$ cat config.mk
export PLATFORM = sky130hd
export DESIGN_NAME = seq_match_ctrl
export DESIGN_NICKNAME = d
export VERILOG_FILES = /design/src/rtl/seq_match_ctrl.sv
export SDC_FILE = /design/constraint.sdc
export NUM_CORES = 1
export LEC_CHECK = 0
export CORE_ASPECT_RATIO = 1.25
export CORE_MARGIN = 2
export CORE_UTILIZATION = 55
export CTS_BUF_LIST = sky130_fd_sc_hd__clkbuf_8
export CTS_CLUSTER_SIZE = 30
export DETAILED_ROUTE_END_ITERATION = 8
export HOLD_SLACK_MARGIN = 0.02
export PLACE_DENSITY = 0.86
export SLEW_MARGIN = 40
export SYNTH_ARGS = -nofsm -noshare
export SYNTH_HDL_FRONTEND = slang
export SYNTH_SLANG_ARGS = --single-unit
export TNS_END_PERCENT = 10
$ cat constraint.sdc
create_clock -name clk -period 6.32 [get_ports clk]
set_clock_uncertainty 0.15 [all_clocks]
set_input_delay 1.896 -clock clk [delete_from_list [all_inputs] [get_ports clk]]
set_output_delay 1.896 -clock clk [all_outputs]
set_load 0.01 [all_outputs]
$ cat src/rtl/seq_match_ctrl.sv
// Serial pattern-match controller: loads pattern/length/policy, arms a search over a
// valid-qualified bit stream, counts hits and raises irq on threshold or window timeout.
// Optional: define SEQ_CTRL_AUTO_REARM_EN so irq_ack in DONE re-arms instead of idling.
module seq_match_ctrl #(
  parameter int unsigned PAT_W = 8,
  parameter int unsigned CNT_W = 8,
  parameter int unsigned WIN_W = 16
) (
  input  logic             clk,
  input  logic             rst_n,
  input  logic             cfg_valid,
  output logic             cfg_ready,
  input  logic [PAT_W-1:0] cfg_pattern,
  input  logic [3:0]       cfg_len,
  input  logic             cfg_overlap,
  input  logic [CNT_W-1:0] cfg_thresh,
  input  logic [WIN_W-1:0] cfg_window,
  output logic             cfg_err,
  input  logic             start,
  input  logic             stop,
  input  logic             sin,
  input  logic             sin_valid,
  output logic             busy,
  output logic             match,
  output logic [CNT_W-1:0] match_cnt,
  output logic             irq,
  output logic [1:0]       irq_status,
  input  logic             irq_ack
);

  localparam int unsigned FILL_W = $clog2(PAT_W + 1);

  typedef enum logic [1:0] {
    S_IDLE  = 2'd0,
    S_ARMED = 2'd1,
    S_DONE  = 2'd2
  } state_t;

  state_t state_q, state_d;

  logic [PAT_W-1:0]  pattern_q;
  logic [3:0]        len_q;
  logic              overlap_q;
  logic [CNT_W-1:0]  thresh_q;
  logic [WIN_W-1:0]  window_q;
  logic              cfg_ok_q;

  logic [PAT_W-1:0]  hist_q;
  logic [FILL_W-1:0] fill_q;
  logic [WIN_W-1:0]  win_cnt_q;

  logic              cfg_fire, cfg_legal;
  logic [PAT_W-1:0]  len_mask, hist_nxt;
  logic [FILL_W-1:0] fill_inc;
  logic [CNT_W-1:0]  cnt_inc, thresh_eff;
  logic [WIN_W-1:0]  win_inc;
  logic              hit, thr_hit, timeout;
  logic              arm_clear, shift, to_done, ack;

  assign cfg_fire  = cfg_valid && (state_q == S_IDLE);
  assign cfg_legal = (cfg_len != 4'd0) && (32'(cfg_len) <= PAT_W);

  // Evaluate the hit against the history as it will look after this bit shifts in.
  always_comb begin
    len_mask = '0;
    for (int unsigned i = 0; i < PAT_W; i++) begin
      len_mask[i] = (i < 32'(len_q));
    end
    hist_nxt   = {hist_q[PAT_W-2:0], sin};
    fill_inc   = (fill_q == FILL_W'(PAT_W)) ? fill_q : fill_q + FILL_W'(1);
    cnt_inc    = (&match_cnt) ? match_cnt : match_cnt + CNT_W'(1);
    thresh_eff = (thresh_q == '0) ? CNT_W'(1) : thresh_q;
    win_inc    = win_cnt_q + WIN_W'(1);
    hit        = (32'(fill_inc) >= 32'(len_q)) &&
                 (((hist_nxt ^ pattern_q) & len_mask) == '0);
    thr_hit    = hit && (cnt_inc >= thresh_eff);
    timeout    = (window_q != '0) && (win_inc == window_q);
  end

  always_ff @(posedge clk or negedge rst_n) begin
    if (!rst_n) state_q <= S_IDLE;
    else        state_q <= state_d;
  end

  always_comb begin
    state_d   = state_q;
    arm_clear = 1'b0;
    shift     = 1'b0;
    to_done   = 1'b0;
    ack       = 1'b0;
    cfg_ready = (state_q == S_IDLE);
    busy      = (state_q == S_ARMED);
    if (stop) begin
      state_d = S_IDLE;
    end else begin
      case (state_q)
        S_IDLE: begin
          if (start && !cfg_valid && cfg_ok_q) begin
            state_d   = S_ARMED;
            arm_clear = 1'b1;
          end
        end
        S_ARMED: begin
          if (sin_valid) begin
            shift = 1'b1;
            if (thr_hit || timeout) begin
              state_d = S_DONE;
              to_done = 1'b1;
            end
          end
        end
        S_DONE: begin
          if (irq_ack) begin
            ack = 1'b1;
`ifdef SEQ_CTRL_AUTO_REARM_EN
            state_d   = S_ARMED;
            arm_clear = 1'b1;
`else
            state_d   = S_IDLE;
`endif
          end
        end
        default: state_d = S_IDLE;
      endcase
    end
  end

  always_ff @(posedge clk or negedge rst_n) begin
    if (!rst_n) begin
      pattern_q  <= '0;
      len_q      <= '0;
      overlap_q  <= 1'b0;
      thresh_q   <= '0;
      window_q   <= '0;
      cfg_ok_q   <= 1'b0;
      hist_q     <= '0;
      fill_q     <= '0;
      win_cnt_q  <= '0;
      match      <= 1'b0;
      match_cnt  <= '0;
      irq        <= 1'b0;
      irq_status <= '0;
      cfg_err    <= 1'b0;
    end else begin
      cfg_err <= cfg_fire && !cfg_legal;
      match   <= 1'b0;
      if (cfg_fire && cfg_legal) begin
        pattern_q <= cfg_pattern;
        len_q     <= cfg_len;
        overlap_q <= cfg_overlap;
        thresh_q  <= cfg_thresh;
        window_q  <= cfg_window;
        cfg_ok_q  <= 1'b1;
      end
      if (arm_clear) begin
        hist_q    <= '0;
        fill_q    <= '0;
        win_cnt_q <= '0;
        match_cnt <= '0;
      end
      if (shift) begin
        hist_q    <= hist_nxt;
        win_cnt_q <= win_inc;
        if (hit) begin
          match     <= 1'b1;
          match_cnt <= cnt_inc;
          // Non-overlapping mode demands len fresh bits before the next hit.
          fill_q    <= overlap_q ? fill_inc : '0;
        end else begin
          fill_q <= fill_inc;
        end
      end
      if (to_done) begin
        irq        <= 1'b1;
        irq_status <= thr_hit ? 2'b01 : 2'b10;
      end else if (ack || stop) begin
        irq        <= 1'b0;
        irq_status <= '0;
      end
    end
  end

endmodule

Word-level counts from Yosys, hierarchy flattened
Cells that the tools add are included.
- output and inout bits: 15
- word-level logic and storage cells: 101
- input bits: 45
- bits in registers: 80
- bitwise operators: 2
- mux-type cells: 40
- equality and inequality tests: 8
- magnitude comparators: 11
- add/subtract/negate cells: 3
- reductions and logical operators: 22
- operator list (cell ; count):
    2-to-1 mux 8 bit ; 5
    2-to-1 mux 16 bit ; 2
    2-to-1 mux 4 bit ; 5
    2-to-1 mux 1 bit ; 17
    adder 16 x 1 -> 16 bit (second input constant) ; 1
    == test 16 bit ; 1
    logical NOT 8 bit ; 2
    < comparator 3 x 4 -> 1 bit (first input constant) ; 4
    2-to-1 mux 2 bit ; 8
    nonzero test 16 bit ; 1
    2-to-1 mux 7 bit ; 2
    logical AND 1 bit ; 9
    adder 8 x 1 -> 8 bit (second input constant) ; 1
    AND 8 bit ; 1
    greater-or-equal comparator 8 bit ; 1
    < comparator 1 x 4 -> 1 bit (first input constant) ; 2
    < comparator 2 x 4 -> 1 bit (first input constant) ; 2
    AND reduction 8 bit ; 1
    bitwise XOR 8 bit ; 1
    inequality test 3 bit (second input constant) ; 2
    one-hot mux 2 bit (3 select lines) ; 1
    adder 4 x 1 -> 4 bit (second input constant) ; 1
    == test 4 bit (second input constant) ; 1
    greater-or-equal comparator 4 bit ; 1
    11 further kinds ; 14

Longest topological paths before layout
- word-level depth: 11
- depth in mapped cells: 12
- depth with buffers taken out: 12

Least setup slack after synthesis
OpenSTA, ideal clock, no wires.
- kind: input-to-reg
- start: in sin
- end: reg match_cnt[1]
- arrival time: 3.217 ns
- setup slack: 2.829 ns
- setup time: 0.125 ns
- stages: 6
- data required time: 6.045 ns
- buffers on the path: 0
- cells stage by stage: xnor2_1 o22ai_1 a221oi_1 o211ai_1 nor2_2 mux2_2
- longest elaborated chain between the ends: 6
- RTL lines (item ; RTL line ; RTL):
    from (decl) ; 21 ; input logic sin,
    bitwise XOR 8 bit ; 75 ; (((hist_nxt ^ pattern_q) & len_mask) == '0);
    AND 8 bit ; 75 ;
    logical NOT 8 bit ; 75 ;
    logical AND 1 bit ; 74 ; hit = (32'(fill_inc) >= 32'(len_q)) &&
    2-to-1 mux 8 bit ; 164 ; if (hit) begin
    2-to-1 mux 8 bit ; 161 ; if (shift) begin
    to (signal assigned) ; 166 ; match_cnt <= cnt_inc;
    to (decl) ; 25 ; output logic [CNT_W-1:0] match_cnt,
Every way passes these cells.
A chain may end at the register's enable or synchronous reset.

Worst setup path after layout
- start: in stop
- end: reg match_cnt[1]
- longest elaborated chain between the ends: 4
- elaborated cells between the ends (all ways): 5
- classes of those cells: mux: 5
- RTL lines (item ; RTL line ; RTL):
    from (decl) ; 20 ; input logic stop,
    2-to-1 mux 1 bit ; 93 ; if (stop) begin
    2-to-1 mux 8 bit ; 155 ; if (arm_clear) begin
    2-to-1 mux 8 bit ; 164 ;
    2-to-1 mux 8 bit * ; 161 ;
Mark *: on every way between the ends. The rest lies on a longest branch, timed or not.

==> summary.txt <==
Outcome
  • Outcome: finished with violations
  • Failing checks: design-rule violations

Run
  • Max cap viols: 0

Clock network
  • H-tree depth: 3
  • Hold Buf Count CTS: 0
  • Total CTS buffers: 9
  • Post-CTS Setup Inserts: 0
  • # resized after CTS: 0
  • CTS sink count: 80
  • Skew-Pair Late Insertion Delay: 350 ps
  • TritonCTS clock tree: done
  • Clock Tree Buf Depth: 2
  • CTS root buf: clkbuf_8
  • CTS clk-pin slew, worst paths: 90 ps

Cells and area
  • Antenna Cells: 0
  • Share of cells above drive strength 1: 14.10%
  • Layout net count: 581
  • Synth-to-layout area growth: 18.55%
  • Fin area: 0.005445 mm²

Min path
  • HP Class: flop to flop
  • Hold Crit Depth: 1
  • Hold_sp: cfg_ok_q
  • Hold path endpoint: cfg_ok_q

Worst setup path
  • R2R setup slack: 3010 ps
  • WP data required: 6410 ps
  • R2R depth: 10
  • CP Launch Type: input port
  • CP Cell Sequence: clkdlybuf4s50_1 > or3_2 > nor2_2 > mux2_2
  • Worst setup path category: input port to flop
  • Worst path max stage delay: 810 ps
  • CP delay by family, top: simple AND/OR/NAND/NOR gates
  • Worst EP arrival: 4080 ps
  • CP Capture Type: flop
  • Slowest cell on the critical path: or3_2
  • Critical path fanouts, max: 34
  • Worst Path Buf+Inv: 1
  • FF-to-FF Start: match_cnt[0]
  • Reg2reg end: irq_status[1]

Timing
  • RSZ-0062 raised after global routing: false
  • TNS Setup: 0 ps
  • Slew margin rel.: 53.27%
  • Final hold vios: 0
  • Final setup violation count: 0
  • Post-layout worst setup margin: 2329 ps
  • Worst-Margin Slew: 700.9 ps
  • Achievable Freq: 250.6 MHz
  • Final period util: 63.15%
  • Final Critical Period: 3991 ps
  • Max-slew violations: 0
  • Min Hold Slack: 324.2 ps

Floorplan
  • I/O Pins: 60
  • Initial core utilization: 56.05%
  • Core region area: 0.008194 mm²
  • Cell Rows: 37
  • Die Footprint: 0.009102 mm²
  • Die Span X: 85.74 µm
  • Die Ht: 106.2 µm

Drt
  • # DRC: 2
  • DRT iter0 DRCs: 259
  • Drt total wl: 10.28 mm
  • Post-route ant nets: 0
  • Drt first pass iters: 9
  • Via count: 3859
  • Post-DR wirelength/cell: 16.53 µm
  • Avg Vias per Cell: 6.204

Yosys
  • Mapped Area: 0.004593 mm²
  • Seq cells post-synth: 80
  • Yosys top cell area share: 43.58%
  • Mapped Nets: 530
  • Async set-or-reset flop fraction in the synthesized netlist: 100.0%
  • Syn_area_per_cell: 9.794 µm²
  • Synth top cells by count: dfrtp_1, nand2_1, mux2_2
  • EDFF count, synth: 0
  • Prevailing post-synth register cell: dfrtp_1
  • Biggest area consumer among synthesized cells: dfrtp_1
  • Cell variety after synth: 56
  • Synth area leaders: dfrtp_1, mux2_2, ha_1
  • Yosys warns: 0
  • Most frequent cell after synthesis: dfrtp_1
  • Sequential area share after synthesis: 43.58%
  • Post-synthesis cell count: 469

Global route
  • Largest net degree at the start of global routing: 81
  • First-pass GRT wire length: 17.21 mm
  • GRT Resource Usage Total: 23.73%
  • Global route total overflow: 0
  • Number of global-route vias before repair: 3815
  • Initial antenna violation count: 0

Place
  • DP HPWL: 7.587 mm
  • Post-place setup slack: 1964 ps
  • Cell Area, Placed: 0.005254 mm²
  • GPL Wtd Cong: 0.9286
  • # port buffers: 59

Pwr
  • Worst IR Drop VDD: 0.1664 mV
  • Power per cell area: 222.8 mW/mm²
  • Final Total Pwr: 1.213 mW
  • P_leak: 2.348 nW
[power breakdown]
| part | internal, mW | switching [mW] | leakage (nW) |
|---|---|---|---|
| Clock | 0.166 | 0.190 | 0.0882 |
| Combinational | 0.129 | 0.107 | 1.23 |
| Sequential | 0.565 | 0.0563 | 1.03 |
| Total | 0.860 | 0.353 | 2.35 |
[flip-flops by register name, indices dropped and copies added (netlist names)]
name,cells
pattern_q,8
window_q,16
state_q,2
overlap_q,1
irq,1
cfg_err,1
len_q,4
match_cnt,8
fill_q,4
thresh_q,8
hist_q,7
match,1
win_cnt_q,16
irq_status,2
cfg_ok_q,1
[cell type report]
class | count | area (µm²)
Multi-Input combinational cell | 349 | 2449
Fill cell | 648 | 2749
Timing Repair Buffer | 62 | 614.3
Inverter | 18 | 67.56
Clock buffer | 11 | 151.4
Clock inverter | 5 | 40.04
Tap cell | 97 | 121.4
Sequential cell | 80 | 2002
[routing by layer]
metal	part of all wire, %	track usage [%]	routed length (µm)
met5	0	0	0
met2	52	40.79	5360
met4	4.1	12.02	421
met3	5.1	4.270	521
met1	39	28.19	3980
[worst max-delay path by stage]
stage	from	endpoint	slack, ps	cells past startpoint
floorplan	sin	match_cnt[1]	2830	6
global placement	sin_valid	match_cnt[7]	1910	5
detailed placement	sin_valid	match_cnt[1]	1960	5
CTS	sin_valid	match_cnt[1]	2340	5
global route	cfg_valid	match_cnt[1]	2230	5
finish	stop	match_cnt[1]	2330	4
[worst reg2reg max path, cell delays in order (launching register included)]
cell	delay [ps]
dfrtp_1	460
ha_1	290
nand4_1	230
nand4_1	200
o21ai_0	260
nand2_1	110
ha_1	320
nand4_1	110
o31ai_1	360
or3b_2	530
a21boi_2	170
[metrics by stage]
stage | util, % | cells
2_1_floorplan | - | 469
3_3_place_gp | 63.96 | 606
3_5_place_dp | 64.12 | 606
4_1_cts | 66.45 | 622
5_1_grt | 66.45 | 622
6_report | 66.45 | 622
[cells in the final DEF (no fill, tap or decap), types with 11 or more instances in the layout]
| cell | synthesis | layout |
|---|---|---|
| a21oi_1 | 16 | 16 |
| clkbuf_8 | 0 | 11 |
| clkdlybuf4s50_1 | 0 | 58 |
| dfrtp_1 | 80 | 80 |
| ha_1 | 16 | 16 |
| inv_1 | 18 | 18 |
| mux2_2 | 44 | 44 |
| nand2_1 | 50 | 50 |
| nand3_1 | 24 | 23 |
| nor2_1 | 25 | 25 |
| nor4_1 | 13 | 13 |
| o21ai_0 | 33 | 33 |
| xnor2_1 | 21 | 21 |
[kinds of logic (layout without fill, tap and decap cells)]
family | count (synthesis) | count (layout) | synth area share (%)
compound gates | 93 | 93 | 13.13
buf+inv | 40 | 96 | 3.514
xor+xnor | 31 | 31 | 5.911
fa+ha+maj | 16 | 16 | 4.358
flops | 80 | 80 | 43.58
mux | 46 | 46 | 11.22
simple gates | 163 | 163 | 18.28
Power figures use the tool's default switching activity.
